<file path="src/rtl/enc_ctrl_multi_pkg.sv">
// Shared constants, types and helpers for the multi-channel quadrature encoder controller.
// Imported by the per-channel core and by the register-facing top.
package enc_ctrl_multi_pkg;

    localparam logic [3:0] ADDR_MAIN    = 4'h1;
    localparam logic [3:0] OFF_ENC_LOAD = 4'h0;
    localparam logic [3:0] OFF_ENC_IDX  = 4'h1;

    typedef enum logic [1:0] {
        IDX_OFF   = 2'd0,
        IDX_EVERY = 2'd1,
        IDX_FIRST = 2'd2,
        IDX_HOME  = 2'd3
    } idx_mode_e;

    typedef enum logic {StPrime, StRun} chan_state_e;

    function automatic int unsigned max_u(input int unsigned x, input int unsigned y);
        return (x > y) ? x : y;
    endfunction

    // Forward quadrature successor of {a,b}: 00 -> 10 -> 11 -> 01 -> 00.
    function automatic logic [1:0] fwd_next(input logic [1:0] ab);
        unique case (ab)
            2'b00:   return 2'b10;
            2'b10:   return 2'b11;
            2'b11:   return 2'b01;
            default: return 2'b00;
        endcase
    endfunction

endpackage

</file>
<file path="src/rtl/enc_chan.sv">
// One encoder channel: input sync and debounce, prime/run FSM, quadrature decode,
// position/error/index counters and index capture.
module enc_chan
    import enc_ctrl_multi_pkg::*;
#(
    parameter int unsigned CNT_WIDTH  = 24,
    parameter int unsigned DEB_CYCLES = 4,
    parameter int unsigned IDX_DEB    = 3
) (
    input  logic                 sysclk,
    input  logic                 reset,
    input  logic                 enc_a,
    input  logic                 enc_b,
    input  logic                 enc_i,
    input  logic                 load_wr,
    input  logic [CNT_WIDTH-1:0] load_val,
    input  logic                 idx_wr,
    input  logic [1:0]           idx_wval,
    output logic [CNT_WIDTH-1:0] count,
    output logic [CNT_WIDTH-1:0] preload,
    output logic [CNT_WIDTH-1:0] latched,
    output logic                 ovf,
    output logic                 dir,
    output logic                 lat_dir,
    output logic                 valid,
    output logic                 armed,
    output logic [2:0]           filt,
    output logic [7:0]           err_cnt,
    output logic [3:0]           idx_cnt,
    output idx_mode_e            idx_mode
);

    localparam logic [CNT_WIDTH-1:0] RESET_CNT = {1'b1, {(CNT_WIDTH-1){1'b0}}};
    localparam int unsigned          PRIME_LEN = 2 + max_u(DEB_CYCLES, IDX_DEB);
    localparam logic [7:0]           DEB_LIM   = 8'(DEB_CYCLES - 1);
    localparam logic [7:0]           IDX_LIM   = 8'(IDX_DEB - 1);

    // Bit order for sync/filter vectors is {i,b,a}.
    logic [2:0]           sync1_q, sync2_q, filt_q;
    logic [7:0]           deb_q [3];
    chan_state_e          state_q;
    logic [8:0]           prime_q;
    logic [1:0]           prev_ab_q;
    logic                 prev_i_q;
    logic [CNT_WIDTH-1:0] count_q, preload_q, latched_q;
    logic                 ovf_q, dir_q, lat_dir_q, valid_q, armed_q;
    logic [7:0]           err_q;
    logic [3:0]           idx_cnt_q;
    idx_mode_e            mode_q;

    logic [1:0] cur_ab;
    logic       run, illegal, step_fwd, step_rev, idx_evt, home, capture;

    always_comb begin
        cur_ab   = {filt_q[0], filt_q[1]};
        run      = (state_q == StRun);
        illegal  = run && ((cur_ab ^ prev_ab_q) == 2'b11);
        step_fwd = run && !illegal && (cur_ab != prev_ab_q) && (fwd_next(prev_ab_q) == cur_ab);
        step_rev = run && !illegal && (cur_ab != prev_ab_q) && !step_fwd;
        idx_evt  = run && filt_q[2] && !prev_i_q;
        home     = idx_evt && (mode_q == IDX_HOME);
        capture  = idx_evt && ((mode_q == IDX_EVERY) || (mode_q == IDX_HOME) ||
                               ((mode_q == IDX_FIRST) && armed_q));
    end

    always_ff @(posedge sysclk) begin
        if (reset) begin
            sync1_q <= '0;
            sync2_q <= '0;
            filt_q  <= '0;
            for (int k = 0; k < 3; k++) deb_q[k] <= '0;
        end else begin
            sync1_q <= {enc_i, enc_b, enc_a};
            sync2_q <= sync1_q;
            for (int k = 0; k < 3; k++) begin
                if (sync2_q[k] == filt_q[k]) begin
                    deb_q[k] <= '0;
                end else if (deb_q[k] == ((k == 2) ? IDX_LIM : DEB_LIM)) begin
                    filt_q[k] <= sync2_q[k];
                    deb_q[k]  <= '0;
                end else begin
                    deb_q[k] <= deb_q[k] + 8'd1;
                end
            end
        end
    end

    always_ff @(posedge sysclk) begin
        if (reset) begin
            state_q   <= StPrime;
            prime_q   <= '0;
            prev_ab_q <= '0;
            prev_i_q  <= 1'b0;
            count_q   <= RESET_CNT;
            preload_q <= RESET_CNT;
            latched_q <= '0;
            ovf_q     <= 1'b0;
            dir_q     <= 1'b0;
            lat_dir_q <= 1'b0;
            valid_q   <= 1'b0;
            armed_q   <= 1'b0;
            err_q     <= '0;
            idx_cnt_q <= '0;
            mode_q    <= IDX_OFF;
        end else begin
            prev_ab_q <= cur_ab;
            prev_i_q  <= filt_q[2];
            unique case (state_q)
                StPrime: begin
                    prime_q <= prime_q + 9'd1;
                    if (prime_q == 9'(PRIME_LEN)) state_q <= StRun;
                end
                default: state_q <= StRun;
            endcase

            if (illegal && (err_q != 8'hFF)) err_q <= err_q + 8'd1;
            if (idx_evt) idx_cnt_q <= idx_cnt_q + 4'd1;
            if (capture) begin
                latched_q <= count_q;
                lat_dir_q <= dir_q;
                valid_q   <= 1'b1;
            end
            if (idx_evt && (mode_q == IDX_FIRST)) armed_q <= 1'b0;

            // Load beats a home reload, which beats a quadrature step.
            if (load_wr) begin
                preload_q <= load_val;
                count_q   <= load_val;
                ovf_q     <= 1'b0;
                err_q     <= '0;
            end else if (home) begin
                count_q <= preload_q;
                ovf_q   <= 1'b0;
            end else if (step_fwd) begin
                count_q <= count_q + 1'b1;
                dir_q   <= 1'b1;
                if (&count_q) ovf_q <= 1'b1;
            end else if (step_rev) begin
                count_q <= count_q - 1'b1;
                dir_q   <= 1'b0;
                if (count_q == '0) ovf_q <= 1'b1;
            end

            if (idx_wr) begin
                mode_q  <= idx_mode_e'(idx_wval);
                armed_q <= 1'b1;
                valid_q <= 1'b0;
            end
        end
    end

    assign count    = count_q;
    assign preload  = preload_q;
    assign latched  = latched_q;
    assign ovf      = ovf_q;
    assign dir      = dir_q;
    assign lat_dir  = lat_dir_q;
    assign valid    = valid_q;
    assign armed    = armed_q;
    assign filt     = filt_q;
    assign err_cnt  = err_q;
    assign idx_cnt  = idx_cnt_q;
    assign idx_mode = mode_q;

endmodule

</file>
<file path="src/rtl/enc_ctrl_multi.sv">
// Multi-channel quadrature encoder controller: register write decode, one enc_chan per
// channel and a combinational read mux keyed by the 1-based channel number.
module enc_ctrl_multi
    import enc_ctrl_multi_pkg::*;
#(
    parameter int unsigned NUM_ENC    = 4,
    parameter int unsigned CNT_WIDTH  = 24,
    parameter int unsigned DEB_CYCLES = 4,
    parameter int unsigned IDX_DEB    = 3
) (
    input  logic             sysclk,
    input  logic             reset,
    input  logic [1:NUM_ENC] enc_a,
    input  logic [1:NUM_ENC] enc_b,
    input  logic [1:NUM_ENC] enc_i,
    input  logic [3:0]       reg_raddr_chan,
    input  logic [15:0]      reg_waddr,
    input  logic [31:0]      reg_wdata,
    input  logic             reg_wen,
    output logic [31:0]      reg_preload,
    output logic [31:0]      reg_quad_data,
    output logic [31:0]      reg_index_data,
    output logic [31:0]      reg_status
);

    logic [3:0] wr_chan, wr_off;
    logic       wr_hit;
    logic       unused_bits;

    assign wr_chan     = reg_waddr[7:4];
    assign wr_off      = reg_waddr[3:0];
    assign wr_hit      = reg_wen && (reg_waddr[15:12] == ADDR_MAIN) && (wr_chan != 4'd0) &&
                         ({1'b0, wr_chan} <= 5'(NUM_ENC));
    assign unused_bits = ^{reg_waddr[11:8], reg_wdata[31:CNT_WIDTH]};

    logic [CNT_WIDTH-1:0] ch_count [1:NUM_ENC];
    logic [CNT_WIDTH-1:0] ch_pre   [1:NUM_ENC];
    logic [CNT_WIDTH-1:0] ch_lat   [1:NUM_ENC];
    logic [2:0]           ch_filt  [1:NUM_ENC];
    logic [7:0]           ch_err   [1:NUM_ENC];
    logic [3:0]           ch_icnt  [1:NUM_ENC];
    idx_mode_e            ch_mode  [1:NUM_ENC];
    logic [1:NUM_ENC]     ch_ovf, ch_dir, ch_ldir, ch_valid, ch_armed;

    for (genvar c = 1; c <= NUM_ENC; c++) begin : g_chan
        enc_chan #(
            .CNT_WIDTH  (CNT_WIDTH),
            .DEB_CYCLES (DEB_CYCLES),
            .IDX_DEB    (IDX_DEB)
        ) u_chan (
            .sysclk   (sysclk),
            .reset    (reset),
            .enc_a    (enc_a[c]),
            .enc_b    (enc_b[c]),
            .enc_i    (enc_i[c]),
            .load_wr  (wr_hit && (wr_chan == 4'(c)) && (wr_off == OFF_ENC_LOAD)),
            .load_val (reg_wdata[CNT_WIDTH-1:0]),
            .idx_wr   (wr_hit && (wr_chan == 4'(c)) && (wr_off == OFF_ENC_IDX)),
            .idx_wval (reg_wdata[1:0]),
            .count    (ch_count[c]),
            .preload  (ch_pre[c]),
            .latched  (ch_lat[c]),
            .ovf      (ch_ovf[c]),
            .dir      (ch_dir[c]),
            .lat_dir  (ch_ldir[c]),
            .valid    (ch_valid[c]),
            .armed    (ch_armed[c]),
            .filt     (ch_filt[c]),
            .err_cnt  (ch_err[c]),
            .idx_cnt  (ch_icnt[c]),
            .idx_mode (ch_mode[c])
        );
    end

    always_comb begin
        reg_preload    = '0;
        reg_quad_data  = '0;
        reg_index_data = '0;
        reg_status     = '0;
        for (int c = 1; c <= int'(NUM_ENC); c++) begin
            if (reg_raddr_chan == 4'(c)) begin
                reg_preload[CNT_WIDTH-1:0]    = ch_pre[c];
                reg_quad_data[CNT_WIDTH-1:0]  = ch_count[c];
                reg_quad_data[31]             = ch_ovf[c];
                reg_quad_data[30:28]          = ch_filt[c];
                reg_quad_data[27]             = ch_dir[c];
                reg_index_data[CNT_WIDTH-1:0] = ch_lat[c];
                reg_index_data[31:28]         = ch_icnt[c];
                reg_index_data[27]            = ch_ldir[c];
                reg_index_data[26]            = ch_valid[c];
                reg_status[31:24]             = ch_err[c];
                reg_status[2]                 = ch_armed[c];
                reg_status[1:0]               = ch_mode[c];
            end
        end
    end

endmodule
</file>
<file path="config.mk">
export PLATFORM = sky130hd
export DESIGN_NAME = enc_ctrl_multi
export DESIGN_NICKNAME = d
export VERILOG_FILES = /design/src/rtl/enc_ctrl_multi_pkg.sv /design/src/rtl/enc_chan.sv /design/src/rtl/enc_ctrl_multi.sv
export SDC_FILE = /design/constraint.sdc
export NUM_CORES = 1
export LEC_CHECK = 0
export ABC_CLOCK_PERIOD_IN_PS = 5750
export CORE_UTILIZATION = 49
export CTS_CLUSTER_SIZE = 20
export DETAILED_ROUTE_END_ITERATION = 6
export PLACE_DENSITY = 0.68
export SETUP_SLACK_MARGIN = 0.05
export SYNTH_ARGS = -nofsm -noshare
export SYNTH_HDL_FRONTEND = slang
export SYNTH_SLANG_ARGS = --single-unit
export TNS_END_PERCENT = 100
</file>
<file path="constraint.sdc">
create_clock -name sysclk -period 5.75 [get_ports sysclk]
set_input_delay 0.575 -clock sysclk [delete_from_list [all_inputs] [get_ports sysclk]]
set_output_delay 0.575 -clock sysclk [all_outputs]
set_load 0.05 [all_outputs]
</file>
Yosys cells after proc, flatten, opt, wreduce, memory -nomap -nowiden:

Memory sizes are Yosys's and may differ from the RTL's.
Index checks and enable logic that the tools add are counted.

* bits in writable memories: 96
* memories kept: 4
* output and inout port bits: 128
* bits of input ports: 67
* word-level logic and storage cells: 658
* register bits: 452

Memory list
* g_chan[1].u_chan.deb_q: words 3, width 8, read ports 3, clocked after Yosys merged registers in 0, wr ports 3, line enc_chan.sv:40 `logic [7:0] deb_q [3];`
* g_chan[2].u_chan.deb_q: words 3, width 8, read ports 3, clocked after Yosys merged registers in 0, wr ports 3, line enc_chan.sv:40
* g_chan[3].u_chan.deb_q: words 3, width 8, read ports 3, clocked after Yosys merged registers in 0, wr ports 3, line enc_chan.sv:40
* g_chan[4].u_chan.deb_q: words 3, width 8, read ports 3, clocked after Yosys merged registers in 0, wr ports 3, line enc_chan.sv:40

* reductions and logical operators: 145
* $lt $le $gt $ge: 1
* muxes and demuxes: 258
* bitwise gates (word level): 60
* $add $sub $neg: 32
* eq/ne operators: 78

Operators by type and width (number)
* $mux W24: 28
* $mux W8: 40
* $mux W1: 174
* $add A8 B1 Y8 const B: 16
* $add A24 B1 Y24 const B: 4
* $eq A8 B2 Y1 const B: 12
* $logic_not A24 Y1: 4
* $reduce_and A24 Y1: 4
* $sub A24 B1 Y24 const B: 4
* $logic_and A1 B1 Y1: 63
* $eq A2 B2 Y1 const B: 20
* $add A9 B1 Y9 const B: 4
* $eq A9 B3 Y1 const B: 4
* $or A1 B1 Y1: 36
* $ne A8 B8 Y1 const B: 4
* $mux W6: 4
* $pmux W2 S3: 4
* $reduce_and A2 Y1: 12
* $reduce_and A3 Y1: 8
* $reduce_bool A2 Y1: 12
* $mux W5: 4
* $not A1 Y1: 20
* $reduce_bool A4 Y1: 5
* $add A4 B1 Y4 const B: 4
* 17 further kinds: 84

Longest topological paths before layout:

* depth after elaboration: 13
* gate-level depth with buffers: 14
* depth with buffers taken out: 12

Cells and area by module:

A second synthesis with hierarchy kept.

* cell total of the unflattened synthesis: 3863
* area, all modules: 31310.0 µm²

By module, submodules not included
* enc_chan at g_chan[2].u_chan ...: sequential area each 2982.9 µm², times used 2, area each 7034.2 µm², cells each 833
* enc_chan at g_chan[4].u_chan: sequential area each 2982.9 µm², times used 1, area each 7293.2 µm², cells each 858
* enc_chan at g_chan[1].u_chan: sequential area each 2982.9 µm², times used 1, area each 7155.6 µm², cells each 845
* enc_ctrl_multi: sequential area each 0.0 µm², times used 1, area each 2792.7 µm², cells each 494

Worst setup path before layout:

No wires, ideal clock.

* path type: reg-to-reg
* start: reg g_chan[3].u_chan.filt_q[0]
* end: reg g_chan[3].u_chan.count_q[23]
* setup time: 0.125 ns
* slack: 2.155 ns
* clock period less this slack: 3.595 ns
* data required time: 5.625 ns
* stages on the path, launching flop included: 14
* buffers on the path: 1
* data arrival time: 3.470 ns
* cell sequence: dfxtp_1 -> clkbuf_1 -> xnor2_1 -> nor2_1 -> nand2_1 -> ha_1 -> and4_1 -> a21boi_4 -> o311ai_4 -> o41ai_2 -> a41o_1 -> a31oi_2 -> xnor2_1 -> o41a_1

* word-level cells in the longest chain between the ends: 10
* elaborated cells between the ends (all ways): 15
* those cells by class: eq/ne: 3; mux: 3; bitwise: 1; reduce/logical: 8

Ends and longest elaborated chain
* start: declaration: line enc_chan.sv:39 `logic [2:0] sync1_q, sync2_q, filt_q;`
* start signal: indexed assignment: line enc_chan.sv:79 `filt_q[k] <= sync2_q[k];`
* $xor A2 B2 Y2: line enc_chan.sv:57 `illegal = run && ((cur_ab ^ prev_ab_q) == 2'b11);`
* $eq A2 B2 Y1: line enc_chan.sv:57
* $logic_and A1 B1 Y1: line enc_chan.sv:57
* $logic_not A1 Y1: line enc_chan.sv:58, enc_chan.sv:59
* $logic_and A1 B1 Y1 (2 in series): line enc_chan.sv:58, enc_chan.sv:59
* $logic_and A1 B1 Y1: line enc_chan.sv:58 `step_fwd = run && !illegal && (cur_ab != prev_ab_q) && (fwd_next(prev_ab_q) == cur_ab);`
* $mux W24 / $logic_not A1 Y1 (equally long branches): line enc_chan.sv:134, enc_chan.sv:59
* $mux W24 / $logic_and A1 B1 Y1 (equally long branches): line enc_chan.sv:131, enc_chan.sv:59
* $mux W24 / $reduce_bool A4 Y1 (equally long branches)
* end signal: assignment: line enc_chan.sv:128 `count_q <= load_val;`
* end signal: assignment: line enc_chan.sv:132 `count_q <= preload_q;`
* end signal: assignment: line enc_chan.sv:135 `count_q <= count_q + 1'b1;`
* end: declaration: line enc_chan.sv:45 `logic [CNT_WIDTH-1:0] count_q, preload_q, latched_q;`

Several ways; a longest one is shown, not always the timed one.
A chain may end at the register's enable or synchronous reset.

Final worst setup path:

* start: reg g_chan[2].u_chan.filt_q[1]
* end: reg g_chan[2].u_chan.count_q[22]

* word-level cells in the longest chain between the ends: 10
* elaborated cells between the ends (all ways): 15
* those cells by class: eq/ne: 3; mux: 3; bitwise: 1; reduce/logical: 8

Ends and longest elaborated chain (line)
* start: declaration: enc_chan.sv:39
* start signal: indexed assignment: enc_chan.sv:79
* $xor A2 B2 Y2: enc_chan.sv:57
* $eq A2 B2 Y1: enc_chan.sv:57
* $logic_and A1 B1 Y1: enc_chan.sv:57
* $logic_not A1 Y1: enc_chan.sv:58, enc_chan.sv:59
* $logic_and A1 B1 Y1 (2 in series): enc_chan.sv:58, enc_chan.sv:59
* $logic_and A1 B1 Y1: enc_chan.sv:58
* $mux W24 / $logic_not A1 Y1 (equally long branches): enc_chan.sv:134, enc_chan.sv:59
* $mux W24 / $logic_and A1 B1 Y1 (equally long branches): enc_chan.sv:131, enc_chan.sv:59
* $mux W24 / $reduce_bool A4 Y1 (equally long branches)
* end signal: assignment: enc_chan.sv:128
* end signal: assignment: enc_chan.sv:132
* end signal: assignment: enc_chan.sv:135
* end: declaration: enc_chan.sv:45

Several ways; a longest one is shown, not always the timed one.

==> impl_metrics.json <==
{
  "routed-wl-met3_mm": 7.78,
  "finalNonFillerCells": 5007,
  "die_area_mm2": 0.0640,
  "worstSetupStartpointType": "flop",
  "drt_wl_total_mm": 98.2,
  "multiInputGateArea_mm2": 0.0182,
  "finalCritPeriodShare": 0.779,
  "design.core.area_mm2": 0.0619,
  "path_delay_family": "simple AND/OR/NAND/NOR gates",
  "regArea_mm2": 0.0119,
  "drv_cap": 0,
  "fin_tns_setup_ps": 0,
  "grt_max_degree": 144,
  "ant_nets": 0,
  "fin_area_mm2": 0.0350,
  "power.leakage_nw": 13.8,
  "gp_congestion": 0.981,
  "critPathSlowestCell": "nand2_1",
  "routedWlPerCell_um": 19.6,
  "finalCriticalPeriod_ps": 4480,
  "post-route-drc-count": 0,
  "async_flop_share": 0,
  "crit_chain": "xor2_1, nor2_1, nand2_1, ha_1, a21oi_1, a21boi_1, nor3_1, o221ai_1, a21o_1, a41oi_1, xor2_1, a221oi_1",
  "max-clock-path-buffers": 3,
  "port_buffers": 148,
  "htree_levels": 2,
  "crit_cells": 12,
  "cts-buffers-inserted": 59,
  "hold_start": "reset",
  "critPathKind": "reg2reg",
  "cts_num_sinks": 548,
  "highest-signal-layer": "met4",
  "rows": 91,
  "maxSlewViolCount": 0,
  "cts_tree": "done",
  "clk_pin_slew_ps": 60,
  "crit_arrival_ps": 5020,
  "fmax_mhz": 223,
  "rsz0062_at_grt": "no",
  "setup_violations": 0,
  "holdBufCountCts": 0,
  "area_growth_pct": 13.4,
  "final_nets": 4315,
  "cp.required_ps": 6290,
  "yosys_warnings": 0,
  "vias_per_cell": 5.76,
  "worst_clock_skew_ps": 17.0,
  "drive_gt1_frac": 0.0408,
  "synth-edff-count": 96,
  "antenna_found_initial": 0,
  "dp.cells": 4900,
  "final_util": 0.565,
  "cts_resized": 0,
  "layout_common_cells": "nand2_1, dfxtp_1, a21oi_1",
  "hold_end": "g_chan[1].u_chan.preload[12]$_SDFFE_PP0P_",
  "regToRegSetupSlack_ps": 1270,
  "cpMostUsedCell": "xor2_1",
  "synth_cells": 4010,
  "critPathCaptureType": "flop",
  "synth.distinct_cells": 94,
  "die_x_um": 253,
  "fillers": 5950,
  "dr.first_iter.drc_count": 3154,
  "worst_pin_slew_ps": 1160,
  "grt_pass1_wl_mm": 150,
  "global_route.overflow_total": 0,
  "ys_seq_area_frac": 0.387,
  "r2r_start": "g_chan[2].u_chan.filt[1]$_SDFFE_PP0P_",
  "ios": 195,
  "power.density_mw_per_mm2": 240,
  "insertion_delay_ps": 650,
  "num_vias": 28800,
  "dp_hpwl_mm": 70.6,
  "ff2ff_path_depth": 12,
  "grt_use_total": 0.302,
  "die_h_um": 253,
  "mostFrequentLayoutCell": "nand2_1",
  "hold_class": "in2reg",
  "finalHoldViolations": 0,
  "grt_pass1_vias": 26000,
  "max_stage_delay_ps": 740,
  "dpl_cell_area_mm2": 0.0331,
  "synthFlopType": "dfxtp_1",
  "ys_ff_latch": 548,
  "ir_drop_uv": 218,
  "drt_pass1_iterations": 6,
  "status": "completed",
  "start_util": 0.498,
  "drt-met1-wl_mm": 43.2,
  "cts_root_buf": "clkbuf_16",
  "critPathLaunch": "g_chan[2].u_chan.filt[1]$_SDFFE_PP0P_",
  "cts_setup_buffers": 0,
  "relSlewSlack": 0.227,
  "syn_area_mm2": 0.0309,
  "crit_fanout": 25,
  "worstHoldPathCells": 2,
  "cp_num_buf_inv": 0,
  "avgSynthCellArea_um2": 7.69,
  "dr_wl_met2_mm": 42.4,
  "timing.rr.end": "g_chan[2].u_chan.count[22]$_SDFFE_PP0P_"
}
[worst max path at each step]
stage | to | slack (ps)
2_1_floorplan | g_chan[3].u_chan.count[23]$_SDFFE_PP1P_ | 2150
3_3_place_gp | g_chan[2].u_chan.count[22]$_SDFFE_PP0P_ | 1460
3_5_place_dp | g_chan[2].u_chan.count[22]$_SDFFE_PP0P_ | 1360
4_1_cts | g_chan[2].u_chan.count[22]$_SDFFE_PP0P_ | 1330
5_1_grt | g_chan[2].u_chan.count[22]$_SDFFE_PP0P_ | 920
6_report | g_chan[2].u_chan.count[22]$_SDFFE_PP0P_ | 1270
[final cells by class]
| type | instances | share of cell area |
|---|---|---|
| clock inverter | 11 | 0.00350 |
| timing repair buffer | 184 | 0.0519 |
| inverter | 30 | 0.00322 |
| clock buffer | 95 | 0.0515 |
| sequential | 548 | 0.341 |
| tap | 837 | 0.0299 |
| multi-input combinational | 3301 | 0.519 |
| antenna | 1 | 0.0000715 |
[routing by layer]
metal | vias to the layer above | global-route usage
met5 | - | 0
met4 | 0 | 0.139
met3 | 214 | 0.0390
met2 | 1158 | 0.461
met1 | 13500 | 0.423
li1 | 14000 | -
[through the flow]
| stage | hold WS, ps | power (W) | setup slack [ps] |
|---|---|---|---|
| after floorplan | 414 | 0.00447 | 2150 |
| after global placement | 418 | 0.00466 | 1460 |
| after detailed placement | 423 | 0.00466 | 1360 |
| after CTS | 363 | 0.00842 | 1330 |
| after global routing | 421 | 0.00863 | 925 |
| final | 380 | 0.00839 | 1270 |
[logic make-up (layout without fill, tap and decap cells)]
logic type / after synthesis / in the layout / share of synthesized area
buffers and inverters: 289 / 320 / 0.0419
multiplexers: 29 / 29 / 0.00945
flip-flops: 548 / 548 / 0.387
AO/OA/AOI/OAI: 955 / 955 / 0.183
XOR/XNOR: 244 / 244 / 0.0693
adder cells (fa/ha/maj): 124 / 124 / 0.0513
other: 2 / 131 / 0.000243
AND/OR/NAND/NOR: 1819 / 1819 / 0.258
[sequential cells by signal (all words and copies together) (netlist names), 8 cells and up]
register and flops:
g_chan.u_chan.idx_cnt 16, g_chan.u_chan.idx_mode 8, g_chan.u_chan.count 96, g_chan.u_chan.err_cnt 32, g_chan.u_chan.prev_ab_q 8, g_chan.u_chan.sync1_q 12, g_chan.u_chan.prime_q 36, g_chan.u_chan.deb_q 96
g_chan.u_chan.filt 12, g_chan.u_chan.preload 96, g_chan.u_chan.sync2_q 12, g_chan.u_chan.latched 96
[worst reg2reg max path, delay by kind of cell, from the launching register on]
kind | cells | cell delay, ps
XOR/XNOR | 2 | 260
flip-flops | 1 | 500
AND/OR/NAND/NOR | 3 | 1530
AO/OA/AOI/OAI | 6 | 1410
adder cells (fa/ha/maj) | 1 | 670
[power breakdown]
part / internal (W) / switching (W) / leakage, nW
Clock: 0.00218 / 0.00163 / 0.944
Sequential: 0.00395 / 0.0000524 / 4.64
Combinational: 0.000174 / 0.000407 / 8.26
Total: 0.00630 / 0.00209 / 13.8
[synth_stat cells (10+ instances only)]
master,count,area [um2]
buf_4,41,308
o31ai_1,10,75.1
a221oi_1,12,105
inv_1,29,109
a311oi_1,14,123
xor2_1,141,1230
o221ai_1,12,105
and2_1,10,62.6
o21ai_0,284,1420
mux2i_1,28,280
nand4_1,58,363
buf_1,12,45.0
a211oi_1,28,210
o21bai_1,16,120
o21a_1,16,120
edfxtp_1,96,2880
dfxtp_1,452,9050
nor4_1,37,231
nand2_1,980,3680
nand2b_1,15,93.8
buf_2,27,135
nor3_1,67,335
xnor2_1,103,902
a21o_1,38,285
ha_1,120,1500
and3_1,44,275
a31oi_1,20,125
nor4b_1,22,193
or3_1,19,119
o211ai_1,56,420
nor2b_1,48,300
clkbuf_1,175,657
nand3_1,114,571
nand3b_1,11,82.6
a21oi_1,370,1850
o22ai_1,15,93.8
nor2_1,360,1350
(Power assumes the default switching activity.)
